**src/rtl/bcd_time_counter.sv**
```systemverilog
// bcd_time_counter: 24-hour BCD clock driven by a clk-cycle prescaler.
//
// Parameters
//   TICK_DIV   clk cycles per one-second tick (2..2^26)
// Ports
//   clk        sole clock, rising edge
//   rst        asynchronous active-high reset
//   en         count enable; low freezes prescaler and digits
//   set_req    one-cycle request to load hours/minutes from set_*
//   set_h_t/o  BCD hour tens/ones to load
//   set_m_t/o  BCD minute tens/ones to load
//   set_ack    one-cycle pulse: load accepted
//   set_err    one-cycle pulse: load rejected (out-of-range value)
//   digit_*    registered BCD time digits hh:mm:ss
//   sec_tick   one-cycle pulse after each seconds advance
//   day_roll   one-cycle pulse after 23:59:59 -> 00:00:00
module bcd_time_counter #(
  parameter int unsigned TICK_DIV = 50000000
) (
  input  logic       clk,
  input  logic       rst,
  input  logic       en,
  input  logic       set_req,
  input  logic [3:0] set_h_t,
  input  logic [3:0] set_h_o,
  input  logic [3:0] set_m_t,
  input  logic [3:0] set_m_o,
  output logic       set_ack,
  output logic       set_err,
  output logic [3:0] digit_h_t,
  output logic [3:0] digit_h_o,
  output logic [3:0] digit_m_t,
  output logic [3:0] digit_m_o,
  output logic [3:0] digit_s_t,
  output logic [3:0] digit_s_o,
  output logic       sec_tick,
  output logic       day_roll
);

  localparam int unsigned PW = (TICK_DIV > 2) ? $clog2(TICK_DIV) : 1;
  localparam logic [PW-1:0] PMax = PW'(TICK_DIV - 1);

  logic [PW-1:0] presc_q;
  logic [3:0]    h_t_q, h_o_q, m_t_q, m_o_q, s_t_q, s_o_q;
  logic [3:0]    h_t_d, h_o_d, m_t_d, m_o_d, s_t_d, s_o_d;
  logic          sec_tick_q, day_roll_q, set_ack_q, set_err_q;
  logic          tick;
  logic          day_wrap;
  logic          set_valid;

  assign tick = en && (presc_q == PMax);

  assign set_valid = (set_h_t <= 4'd2) &&
                     ((set_h_t == 4'd2) ? (set_h_o <= 4'd3) : (set_h_o <= 4'd9)) &&
                     (set_m_t <= 4'd5) && (set_m_o <= 4'd9);

  // Time one second ahead; computed as a whole so all digits commit on the
  // same edge with no ripple.
  always_comb begin
    h_t_d    = h_t_q;
    h_o_d    = h_o_q;
    m_t_d    = m_t_q;
    m_o_d    = m_o_q;
    s_t_d    = s_t_q;
    s_o_d    = s_o_q;
    day_wrap = 1'b0;
    if (s_o_q != 4'd9) begin
      s_o_d = s_o_q + 4'd1;
    end else begin
      s_o_d = 4'd0;
      if (s_t_q != 4'd5) begin
        s_t_d = s_t_q + 4'd1;
      end else begin
        s_t_d = 4'd0;
        if (m_o_q != 4'd9) begin
          m_o_d = m_o_q + 4'd1;
        end else begin
          m_o_d = 4'd0;
          if (m_t_q != 4'd5) begin
            m_t_d = m_t_q + 4'd1;
          end else begin
            m_t_d = 4'd0;
            if (h_t_q == 4'd2 && h_o_q == 4'd3) begin
              h_t_d    = 4'd0;
              h_o_d    = 4'd0;
              day_wrap = 1'b1;
            end else if (h_o_q == 4'd9) begin
              h_o_d = 4'd0;
              h_t_d = h_t_q + 4'd1;
            end else begin
              h_o_d = h_o_q + 4'd1;
            end
          end
        end
      end
    end
  end

  always_ff @(posedge clk or posedge rst) begin
    if (rst) begin
      presc_q    <= '0;
      h_t_q      <= 4'd0;
      h_o_q      <= 4'd0;
      m_t_q      <= 4'd0;
      m_o_q      <= 4'd0;
      s_t_q      <= 4'd0;
      s_o_q      <= 4'd0;
      sec_tick_q <= 1'b0;
      day_roll_q <= 1'b0;
      set_ack_q  <= 1'b0;
      set_err_q  <= 1'b0;
    end else begin
      sec_tick_q <= 1'b0;
      day_roll_q <= 1'b0;
      set_ack_q  <= 1'b0;
      set_err_q  <= 1'b0;
      // A set request, accepted or rejected, owns this edge; a coincident
      // tick is dropped.
      if (set_req) begin
        if (set_valid) begin
          h_t_q     <= set_h_t;
          h_o_q     <= set_h_o;
          m_t_q     <= set_m_t;
          m_o_q     <= set_m_o;
          s_t_q     <= 4'd0;
          s_o_q     <= 4'd0;
          presc_q   <= '0;
          set_ack_q <= 1'b1;
        end else begin
          set_err_q <= 1'b1;
        end
      end else if (tick) begin
        presc_q    <= '0;
        h_t_q      <= h_t_d;
        h_o_q      <= h_o_d;
        m_t_q      <= m_t_d;
        m_o_q      <= m_o_d;
        s_t_q      <= s_t_d;
        s_o_q      <= s_o_d;
        sec_tick_q <= 1'b1;
        day_roll_q <= day_wrap;
      end else if (en) begin
        presc_q <= presc_q + PW'(1);
      end
    end
  end

  assign digit_h_t = h_t_q;
  assign digit_h_o = h_o_q;
  assign digit_m_t = m_t_q;
  assign digit_m_o = m_o_q;
  assign digit_s_t = s_t_q;
  assign digit_s_o = s_o_q;
  assign sec_tick  = sec_tick_q;
  assign day_roll  = day_roll_q;
  assign set_ack   = set_ack_q;
  assign set_err   = set_err_q;

endmodule

```
**config.mk**
```make
export PLATFORM = sky130hd
export DESIGN_NAME = bcd_time_counter
export DESIGN_NICKNAME = d
export VERILOG_FILES = /design/src/rtl/bcd_time_counter.sv
export SDC_FILE = /design/constraint.sdc
export NUM_CORES = 1
export LEC_CHECK = 0
export CORE_UTILIZATION = 45
export DETAILED_ROUTE_END_ITERATION = 7
export GPL_ROUTABILITY_DRIVEN = 1
export GPL_TIMING_DRIVEN = 0
export PLACE_DENSITY = 0.79
export SYNTH_ARGS = -nofsm -noshare
export SYNTH_HDL_FRONTEND = slang
export SYNTH_SLANG_ARGS = --single-unit
```
**constraint.sdc**
```tcl
create_clock -name clk -period 2.1 [get_ports clk]
set_input_delay 0.42 -clock clk [delete_from_list [all_inputs] [get_ports clk]]
set_output_delay 0.42 -clock clk [all_outputs]
set_load 0.03 [all_outputs]
```
======== Word-level counts from Yosys, hierarchy flattened ========
Cells that the tools add are included.
storage, ports and cells
  bits in registers ....................... 54
  input port bits ......................... 20
  logic and storage cells ................. 109
operators by class
  muxes and demuxes ....................... 57
  $lt $le $gt $ge ......................... 5
  add/subtract/negate cells ............... 7
  reduce and logical (&&, ||, !) cells .... 15
  equality and inequality tests ........... 14
operator list
  operator                                                                          number
  4-bit 2-to-1 mux                                                                  39
  26-bit 2-to-1 mux                                                                 4
  26-bit by 1-bit adder with 26-bit output, second input constant                   1
  26-bit == test, second input constant                                             1
  4-bit by 1-bit adder with 4-bit output, second input constant                     6
  1-bit 2-to-1 mux                                                                  14
  4-bit by 2-bit == test with 1-bit output, second input constant                   3
  4-bit by 2-bit less-or-equal comparator with 1-bit output, second input constant  2
  4-bit less-or-equal comparator, second input constant                             2
  2-bit != test, second input constant                                              4
  4-bit by 3-bit != test with 1-bit output, second input constant                   2
  4-bit != test, second input constant                                              2
  7-bit AND reduction                                                               1
  6-bit AND reduction                                                               1
  3-bit nonzero test                                                                2
  1-bit logical AND                                                                 5
  5-bit AND reduction                                                               1
  4-bit == test, second input constant                                              1
  4-bit by 3-bit less-or-equal comparator with 1-bit output, second input constant  1
  2-bit AND reduction                                                               2
  4-bit AND reduction                                                               1
  3-bit AND reduction                                                               1
  2-bit by 1-bit != test with 1-bit output, second input constant                   1
  2-bit nonzero test                                                                1

======== Longest topological paths before layout ========
Gate-level depths: netlist (run 1).
  word-level depth ........................ 9
  depth in mapped cells ................... 8

======== Least setup slack after synthesis (run 1) ========
OpenSTA, ideal clock, no wires.
  path kind ............................... reg-to-reg
  start point ............................. register s_o_q[0], in the netlist digit_s_o[0]
  end point ............................... register m_t_q[3], in the netlist digit_m_t[3]
  data arrival time ....................... 2109 ps
  required time ........................... 1974 ps
  cell stages (with the launch flop) ...... 8
  slack ................................... -135 ps
  period minus slack after synthesis ...... 2235 ps
  path through ............................ dfrtp_1 ha_1 and3b_1 clkbuf_1 a21oi_1 nor4_2 nor2_1 a221o_1
between the ends
  cells in the longest elaborated chain, start to end .. 3
RTL lines
  element                        line  source
  from (decl)                    44    logic [3:0] h_t_q, h_o_q, m_t_q, m_o_q, s_t_q, s_o_q;
  from (signal assigned)         139   s_o_q <= s_o_d;
  4-bit != test                  67    if (s_o_q != 4'd9) begin
  2-bit != test (no line)        --
  5-bit AND reduction (no line)  --
  to (signal assigned)           123   m_t_q <= set_m_t;
  to (signal assigned)           136   m_t_q <= m_t_d;
  to (decl)                      44
No other way between the ends.
A chain may end at the register's enable or synchronous reset.

======== Worst setup path in the final report (run 1) ========
  start point ............................. register presc_q[16]
  end point ............................... register s_t_q[1], in the netlist digit_s_t[1]
between the ends
  cells in the longest elaborated chain, start to end .. 4
RTL lines
  element                        line  source
  from (decl)                    43    logic [PW-1:0] presc_q;
  from (signal assigned)         143   presc_q <= presc_q + PW'(1);
  26-bit == test                 51    assign tick = en && (presc_q == PMax);
  1-bit logical AND              51
  2-bit nonzero test (no line)   --
  3-bit AND reduction (no line)  --
  to (signal assigned)           138   s_t_q <= s_t_d;
  to (decl)                      44
No other way between the ends.

==> results of run 1 <==
cells in the mapped netlist, types with 4 or more instances:
cell type,n,share of area
a21oi_1,32,0.049
a31oi_1,5,0.0095
and3_1,6,0.011
buf_2,4,0.0061
clkbuf_1,12,0.014
dfrtp_1,54,0.41
ha_1,9,0.034
inv_1,13,0.015
mux2_2,4,0.014
nand2_1,30,0.034
nand3_1,19,0.029
nand4_1,11,0.021
nor2_1,10,0.011
nor3_1,9,0.014
nor4_1,4,0.0076
nor4b_1,6,0.016
o21ai_0,18,0.027
o2bb2ai_1,8,0.021
o31ai_1,15,0.034
or3_1,12,0.023
or4_1,14,0.032
state kept, by name, indices dropped and copies added (netlist names):
name / flops
set_err: 1
day_roll: 1
set_ack: 1
digit_m_o: 4
digit_s_o: 4
digit_h_o: 4
digit_s_t: 4
sec_tick: 1
presc_q: 26
digit_h_t: 4
digit_m_t: 4
stage by stage:
stage	TNS [ns]	area, um^2	worst slack, ns
after floorplan	0	3290	0.0119
after global placement	-65.59	3880	-0.845
after detailed placement	-29.64	3910	-0.787
after CTS	0	4230	0.0000724
after global routing	-0.918	4410	-0.120
final	-0.121	4410	-0.0529
how the worst max path moves through the flow:
stage	start	end	slack [ns]	cells after the start
after floorplan	digit_s_o[1]$_DFFE_PP0P_	digit_m_t[3]$_DFFE_PP0P_	0.01	8
after global placement	rst	digit_s_o[0]$_DFFE_PP0P_	-0.85	2
after detailed placement	set_h_o[2]	presc_q[8]$_DFFE_PP0P_	-0.79	7
after CTS	presc_q[10]$_DFFE_PP0P_	digit_s_o[3]$_DFFE_PP0P_	0.00007	6
after global routing	presc_q[16]$_DFFE_PP0P_	digit_s_t[1]$_DFFE_PP0P_	-0.12	7
final	presc_q[16]$_DFFE_PP0P_	digit_s_t[1]$_DFFE_PP0P_	-0.05	7
what timing repair did:
item / in CTS / in global routing
gates cloned: 1 / 0
hold buffers: 0 / 0
endpoints found under the setup margin: 49 / 42
gates resized for setup: 47 / 35
pin swaps: 8 / 12
setup buffers: 9 / 12
power by group through the flow:
stage                     clock, mW  sequential, mW  combinational [mW]
after global routing          0.625            1.35               0.781
after detailed placement          0            1.33               0.632
after global placement            0            1.32               0.611
after floorplan                   0            1.39               0.307
after CTS                     0.580            1.32               0.681
final                         0.574            1.33               0.726
area by class of cell:
class | instances | area (um^2)
fill | 530 | 2530
multi-input combinational | 269 | 2020
sequential | 54 | 1360
timing repair buffer | 70 | 653
buffer | 17 | 123
tap | 96 | 120
clock buffer | 8 | 80.1
inverter | 13 | 48.8
cell families (layout without fill, tap and decap cells):
group                      Yosys count  count (layout)
and+or+nand+nor                    150             150
AOI/OAI and AO/OA                  103             103
DFF                                 54              54
buffers and inverters               32             108
adders and majority gates            9               9
muxes                                6               6
xor gates and xnor gates             1               1
metal layers:
metal | vias to the layer above | routed length [um] | GRT usage
li1 | 1524 | - | -
met3 | 26 | 634 | 0.0313
met4 | 0 | 155 | 0.0894
met2 | 180 | 4750 | 0.393
met5 | - | 0 | 0
met1 | 1714 | 4170 | 0.348
==> impl_metrics.tcl, run 1 <==
set metrics [dict create \
    synthXorXnorAreaFrac 0.00266 \
    cts.sinks 54 \
    grt_usage 0.248 \
    final_common_cell "dfrtp_1" \
    area_growth_pct 34.0 \
    netSwitchingFraction 0.342 \
    synth_top_family_by_area "simple AND/OR/NAND/NOR gates" \
    path_buf_inv 2 \
    grt_pass1_vias 3089 \
    synth_mux_area_frac 0.0198 \
    place.gp.congestion 0.915 \
    critPathCaptureType "flop" \
    cp.required_ns 2.29 \
    fin_ws_ns -0.0529 \
    drc 0 \
    die_h_um 87.5 \
    initialDrtViolationCount 407 \
    status "finished, violations left" \
    hp-class "in -> async" \
    final_max_slew_viol_count 0 \
    start_util 0.474 \
    regToRegSetupSlack_ns -0.05 \
    vias_per_cell 6.54 \
    worstSetupPathType "reg -> reg" \
    grt_antenna_before_repair 0 \
    period_share 1.03 \
    worstPathArrival_ns 2.35 \
    switching_power_mw 0.900 \
    insertion_delay_ns 0.31 \
    clk_pin_slew_worst_paths_ns 0.10 \
    die_area_mm2 0.00766 \
    whs_ns 0.442 \
    synth.net_count 384 \
    relSlewSlack 0.676 \
    p_int_mw 1.73 \
    violations "setup timing" \
    cts-buffers-inserted 5 \
    grt_pass1_wl_mm 14.8 \
    peakVddDrop_v 0.000271 \
    port_buffers 47 \
    hold_viol_final 0 \
    dr.pass1.iters 7 \
    ys.flop_type "dfrtp_1" \
    power.share.clock 0.218 \
    crit_path_max_fanout 5 \
    clock_skew_ns 0.00922 \
    htree_levels 2 \
    die_w_um 87.5 \
    fin_cells 527 \
    vias 3444 \
    post-route-util 0.635 \
    start_kind "flop" \
    cp_top_family "simple AND/OR/NAND/NOR gates" \
    synth_edf_count 0 \
    placed_cells 499 \
    crit_chain "buf_6 -> nor4b_4 -> nand4_4 -> or3_4 -> buf_6 -> a21oi_4 -> mux2_4" \
    worst_pin_slew_ns 0.486 \
    max_freq_ghz 0.465 \
    ys_seq_area_frac 0.411 \
    r2r_start "presc_q[16]$_DFFE_PP0P_" \
    wire_per_inst_um 18.4 \
    cpMaxStageDelayCell "or3_4" \
    synth-simple-area-share 0.287 \
    grt-ovfl-total 0 \
    r2r_end "digit_s_t[1]$_DFFE_PP0P_" \
    cts_max_path_buffers 2 \
    synth_area_mm2 0.00329 \
    combPwrFrac 0.276 \
    synth_cell_type_count 60 \
    cts_root_buf "clkbuf_8" \
    synth_warnings 0 \
    slowest_delay_ns 0.40 \
    path_common_cell "buf_6" \
    rsz0062_at_grt "true" \
    io_pins 48 \
    p_total_mw 2.63 \
    reg2regPathDepth 7 \
    synth_compound_area_frac 0.205 \
    grt_max_degree 35 \
    p_leak_nw 1.81 \
    ant_nets 0 \
    dp_hpwl_mm 6.33 \
    max_cap_violations 0 \
    core_area_mm2 0.00694 \
    pwr-share-seq 0.506 \
    powerDensity_mw_per_mm2 597 \
    wl_mm 9.71 \
    synthAdderAreaFrac 0.0342 \
    num_antenna_cells 0 \
    drive_gt1_frac 0.211 \
    rows 30 \
    final_nets 459 \
    mostFrequentLayoutCells "46 x dfrtp_1, 38 x clkdlybuf4s50_1, 28 x a21oi_1" \
    cts_tree "done" \
    synthArstFlopShare 1.00 \
    setup_violations 3 \
    synthesis.instances 355 \
    fin_crit_ns 2.15 \
    postSynthAreaPerCell_um2 9.27 \
    ys_seq_elements 54 \
]
(Power assumes the default switching activity.)
==> inputs of run 2 (changes only) <==
--- a/config.mk
+++ b/config.mk
@@ -9,7 +9,9 @@
 export DETAILED_ROUTE_END_ITERATION = 7
 export GPL_ROUTABILITY_DRIVEN = 1
 export GPL_TIMING_DRIVEN = 0
+export HOLD_SLACK_MARGIN = 0.02
 export PLACE_DENSITY = 0.79
 export SYNTH_ARGS = -nofsm -noshare
 export SYNTH_HDL_FRONTEND = slang
 export SYNTH_SLANG_ARGS = --single-unit
+export TNS_END_PERCENT = 5
==> run 2 against run 1 <==
Net effect: clock skew hardly changed; largest power group unchanged; the run still ends with setup timing left; highest routed layer unchanged; worst setup slack got worse by 0.033 ns; core utilization rose by 0.072 points; global-route usage rose by 0.081 points; count of clock-buffer cells in the layout unchanged; worst hold slack improved by 0.0014 ns; sequential power hardly changed; clock power about the same; power is essentially flat; via count grew 0.64%; register-to-register slack got worse by 0.03 ns; cell count up 0.19%; largest cell class unchanged.
==> impl_metrics.tcl, run 2 (synthesis results as in run 1) <==
set metrics [dict create \
    status "finished, violations left" \
    violations "setup timing" \
    clock_skew_ns 0.00900 \
    peakVddDrop_v 0.000251 \
    cts-hold-fix-buffers 0 \
    multi_input_area_mm2 0.00202 \
    crit_path_max_fanout 5 \
    start_util 0.474 \
    drive_gt1_frac 0.208 \
    grt_usage 0.249 \
    worstSetupPathType "reg -> reg" \
    cts_max_path_buffers 2 \
    largest_register_ffs 26 \
    wire_per_inst_um 18.7 \
    final-seq-area_mm2 0.00136 \
    r2r_start "presc_q[16]$_DFFE_PP0P_" \
    cts-buffers-inserted 5 \
    drc 0 \
    cts_root_buf "clkbuf_8" \
    max_cap_violations 0 \
    htree_levels 2 \
    p_leak_nw 1.81 \
    insertion_delay_ns 0.31 \
    r2r_end "digit_s_t[1]$_DFFE_PP0P_" \
    grt-ovfl-total 0 \
    critPathCaptureType "flop" \
    num_antenna_cells 0 \
    regMostFlops "presc_q" \
    final_nets 460 \
    grt_pass1_vias 3077 \
    relSlewSlack 0.592 \
    mostFrequentLayoutCells "46 x dfrtp_1, 38 x clkdlybuf4s50_1, 27 x nand2_1, 27 x a21oi_1, 22 x buf_4" \
    ant_nets 0 \
    wl_mm 9.90 \
    powerDensity_mw_per_mm2 596 \
    regToRegSetupSlack_ns -0.09 \
    cp.required_ns 2.29 \
    grt_pass1_wl_mm 14.9 \
    period_share 1.04 \
    final_cell_area_mm2 0.00441 \
    final_max_slew_viol_count 0 \
    start_kind "flop" \
    area_growth_pct 34.2 \
    port_buffers 47 \
    die_w_um 87.5 \
    vias 3466 \
    setup_violations 8 \
    worst_pin_slew_ns 0.613 \
    fillers 529 \
    reg2regPathDepth 7 \
    p_total_mw 2.63 \
    io_pins 48 \
    fin_cells 528 \
    post-route-util 0.636 \
    initialDrtViolationCount 359 \
    dr.pass1.iters 7 \
    final_common_cell "dfrtp_1" \
    hp-class "in -> async" \
    grt_antenna_before_repair 0 \
    clk_pin_slew_worst_paths_ns 0.10 \
    max_freq_ghz 0.457 \
    placed_cells 499 \
    rsz0062_at_grt "true" \
    hold_viol_final 0 \
    die_area_mm2 0.00766 \
    cts_tree "done" \
    worstPathArrival_ns 2.38 \
    fin_crit_ns 2.19 \
    rows 30 \
    fin_ws_ns -0.0862 \
    vias_per_cell 6.56 \
    cts.sinks 54 \
    die_h_um 87.5 \
    dp_hpwl_mm 6.33 \
    grt_max_degree 35 \
    dp_slack_ns -0.787 \
    place_area_mm2 0.00391 \
    place.gp.congestion 0.915 \
    core_area_mm2 0.00694 \
]
## run 2: worst max-delay path: stages, from the launching register on
cell and delay (ns):
dfrtp_1 0.38, buf_6 0.13, nor4b_4 0.33, nand4_4 0.18, or3_4 0.42, buf_6 0.15, a21oi_4 0.14, mux2_2 0.34
## run 2: worst max path at each step
| stage | startpoint | end | slack [ns] |
|---|---|---|---|
| floorplan | digit_s_o[1]$_DFFE_PP0P_ | digit_m_t[3]$_DFFE_PP0P_ | 0.01 |
| global placement | rst | digit_s_o[0]$_DFFE_PP0P_ | -0.85 |
| detailed placement | set_h_o[2] | presc_q[8]$_DFFE_PP0P_ | -0.79 |
| CTS | presc_q[18]$_DFFE_PP0P_ | digit_h_t[1]$_DFFE_PP0P_ | -0.04 |
| global route | digit_s_o[1]$_DFFE_PP0P_ | digit_h_t[1]$_DFFE_PP0P_ | -0.17 |
| finish | presc_q[16]$_DFFE_PP0P_ | digit_s_t[1]$_DFFE_PP0P_ | -0.09 |
## run 2: power by group
group	internal, mW	leakage [nW]	switching [mW]
Combinational	0.326	1.09	0.392
Clock	0.238	0.0395	0.333
Sequential	1.16	0.680	0.181
Total	1.72	1.81	0.906
## run 2: area by class of cell
type                    count  share of cell area
plain buffers              18              0.0283
inverters                  13              0.0111
well taps                  96              0.0272
flip-flops and latches     54               0.308
clock buffers               8              0.0181
repair buffers             70               0.149
multi-input cells         269               0.458
## run 2: what timing repair did
item,CTS,global route
pin swaps,8,10
setup endpoints to repair,49,43
cloned,1,0
resized for setup,41,40
buffers inserted,7,14
## run 2: through the flow
stage                     TNS (ns)  hold WS (ns)
after detailed placement    -29.64         0.517
after global placement      -65.59         0.494
after global routing         -2.33         0.509
after CTS                   -0.172         0.461
after floorplan                  0         0.496
final                       -0.382         0.443
## run 2: per-layer routing
layer | track usage | part of all wire
met5 | 0 | 0
met4 | 0.0879 | 0.031
met3 | 0.0351 | 0.071
met2 | 0.392 | 0.48
met1 | 0.349 | 0.42
==> inputs of run 3 (changes only) <==
--- a/config.mk
+++ b/config.mk
@@ -5,6 +5,7 @@
 export SDC_FILE = /design/constraint.sdc
 export NUM_CORES = 1
 export LEC_CHECK = 0
+export CAP_MARGIN = 40
 export CORE_UTILIZATION = 45
 export DETAILED_ROUTE_END_ITERATION = 7
 export GPL_ROUTABILITY_DRIVEN = 1
==> run 3 against run 2 <==
Net effect: sequential share of layout area stayed put; non-clock buffer count stayed put; highest routed layer unchanged; critical endpoint unchanged; flip-flop and latch count stayed put; register-to-register slack hardly changed; routed wire length stayed put; the run still ends with setup timing left.
==> impl_metrics.tcl, run 3 (synthesis results as in run 1) <==
set metrics [dict create \
    r2r_start "presc_q[16]$_DFFE_PP0P_" \
    grt_pass1_vias 3077 \
    grt-ovfl-total 0 \
    grt_usage 0.249 \
    final_cell_area_mm2 0.00441 \
    cpMaxStageDelayCell "or3_4" \
    met3RoutedLength_um 698 \
    cp_top_family "simple AND/OR/NAND/NOR gates" \
    worstSetupPathType "reg -> reg" \
    area_growth_pct 34.2 \
    largest_register_ffs 26 \
    wl_met2_mm 4.74 \
    htree_levels 2 \
    final_max_slew_viol_count 0 \
    combPwrFrac 0.273 \
    port_buffers 47 \
    vias_per_cell 6.56 \
    dr.pass1.iters 7 \
    place.gp.congestion 0.915 \
    drc 0 \
    start_kind "flop" \
    switching_power_mw 0.906 \
    initialDrtViolationCount 359 \
    fin_crit_ns 2.19 \
    final_common_cell "dfrtp_1" \
    cts_max_path_buffers 2 \
    status "finished, violations left" \
    highest_layer "met4" \
    start_util 0.474 \
    dp_slack_ns -0.787 \
    grt_max_degree 35 \
    fillers 529 \
    wire_per_inst_um 18.7 \
    fin_ws_ns -0.0862 \
    rows 30 \
    fin_cells 528 \
    cts_root_buf "clkbuf_8" \
    violations "setup timing" \
    path_buf_inv 2 \
    hp-class "in -> async" \
    cts_tree "done" \
    setup_violations 8 \
    rsz0062_at_grt "true" \
    max_freq_ghz 0.457 \
    wl_met1_mm 4.14 \
    post-route-util 0.636 \
    wl_mm 9.90 \
    insertion_delay_ns 0.31 \
    powerDensity_mw_per_mm2 596 \
    cts.sinks 54 \
    num_antenna_cells 0 \
    critPathCaptureType "flop" \
    path_common_cell "buf_6" \
    die_h_um 87.5 \
    power.share.clock 0.217 \
    die_area_mm2 0.00766 \
    regMostFlops "presc_q" \
    period_share 1.04 \
    pwr-share-seq 0.510 \
    regToRegSetupSlack_ns -0.09 \
    crit_path_max_fanout 5 \
    clk_pin_slew_worst_paths_ns 0.10 \
    placed_cells 499 \
    crit_chain "buf_6 -> nor4b_4 -> nand4_4 -> or3_4 -> buf_6 -> a21oi_4 -> mux2_2" \
    path_depth 7 \
    final-seq-area_mm2 0.00136 \
    worst_pin_slew_ns 0.613 \
    vias 3466 \
    p_leak_nw 1.81 \
    cts-buffers-inserted 5 \
    drive_gt1_frac 0.208 \
    worstPathArrival_ns 2.38 \
    peakVddDrop_v 0.000251 \
    slowest_delay_ns 0.42 \
    multi_input_area_mm2 0.00202 \
    grt_pass1_wl_mm 14.9 \
    final_nets 460 \
    cts-hold-fix-buffers 0 \
    netSwitchingFraction 0.345 \
    ant_nets 0 \
    max_cap_violations 0 \
    dp_hpwl_mm 6.33 \
    grt_antenna_before_repair 0 \
    hold_viol_final 0 \
    mostFrequentLayoutCells "46 x dfrtp_1, 38 x clkdlybuf4s50_1, 27 x nand2_1, 27 x a21oi_1, 22 x buf_4" \
    p_int_mw 1.72 \
    r2r_end "digit_s_t[1]$_DFFE_PP0P_" \
    reg2regPathDepth 7 \
    place_area_mm2 0.00391 \
    clock_skew_ns 0.00900 \
    relSlewSlack 0.592 \
    core_area_mm2 0.00694 \
    cp.required_ns 2.29 \
    io_pins 48 \
    p_total_mw 2.63 \
    die_w_um 87.5 \
]
==> run 3: cell counts in the layout (fill, tap and decap cells not counted) <==
No cell type changed its count.
==> run 3: cell type report <==
type                    instances  area share
clock buffers                   8      0.0181
multi-input cells             269       0.458
flip-flops and latches         54       0.308
plain buffers                  18      0.0283
repair buffers                 70       0.149
inverters                      13      0.0111
well taps                      96      0.0272
==> run 3: metal layers <==
metal  vias up  track usage
li1       1530            -
met5         -            0
met3        39       0.0351
met4         0       0.0879
met1      1701        0.349
met2       196        0.392
==> run 3: power by group through the flow <==
stage,registers [mW],logic [mW],clock network (mW)
final,1.34,0.718,0.571
after global routing,1.36,0.772,0.624
after CTS,1.32,0.673,0.580
after detailed placement,1.33,0.632,0
after global placement,1.32,0.611,0
after floorplan,1.39,0.307,0
==> run 3: timing repair <==
action / 4_1_cts / 5_1_grt
hold endpoints to repair: 0 / 0
setup endpoints to repair: 49 / 43
gates cloned: 1 / 0
pin swaps: 8 / 10
setup buffers: 7 / 14
resized for setup: 41 / 40
==> run 3: worst reg2reg max path: stages, from the launching register on <==
cell     delay, ns
dfrtp_1       0.38
buf_6         0.13
nor4b_4       0.33
nand4_4       0.18
or3_4         0.42
buf_6         0.15
a21oi_4       0.14
mux2_2        0.34
==> run 3: through the flow <==
stage	TNS [ns]	hold slack [ns]
floorplan	0	0.496
global placement	-65.59	0.494
detailed placement	-29.64	0.517
CTS	-0.172	0.461
global route	-2.33	0.509
finish	-0.382	0.443
==> run 3: worst max-delay path by stage <==
stage	from	to	slack [ns]
global placement	rst	digit_s_o[0]$_DFFE_PP0P_	-0.85
detailed placement	set_h_o[2]	presc_q[8]$_DFFE_PP0P_	-0.79
floorplan	digit_s_o[1]$_DFFE_PP0P_	digit_m_t[3]$_DFFE_PP0P_	0.01
finish	presc_q[16]$_DFFE_PP0P_	digit_s_t[1]$_DFFE_PP0P_	-0.09
CTS	presc_q[18]$_DFFE_PP0P_	digit_h_t[1]$_DFFE_PP0P_	-0.04
global route	digit_s_o[1]$_DFFE_PP0P_	digit_h_t[1]$_DFFE_PP0P_	-0.17
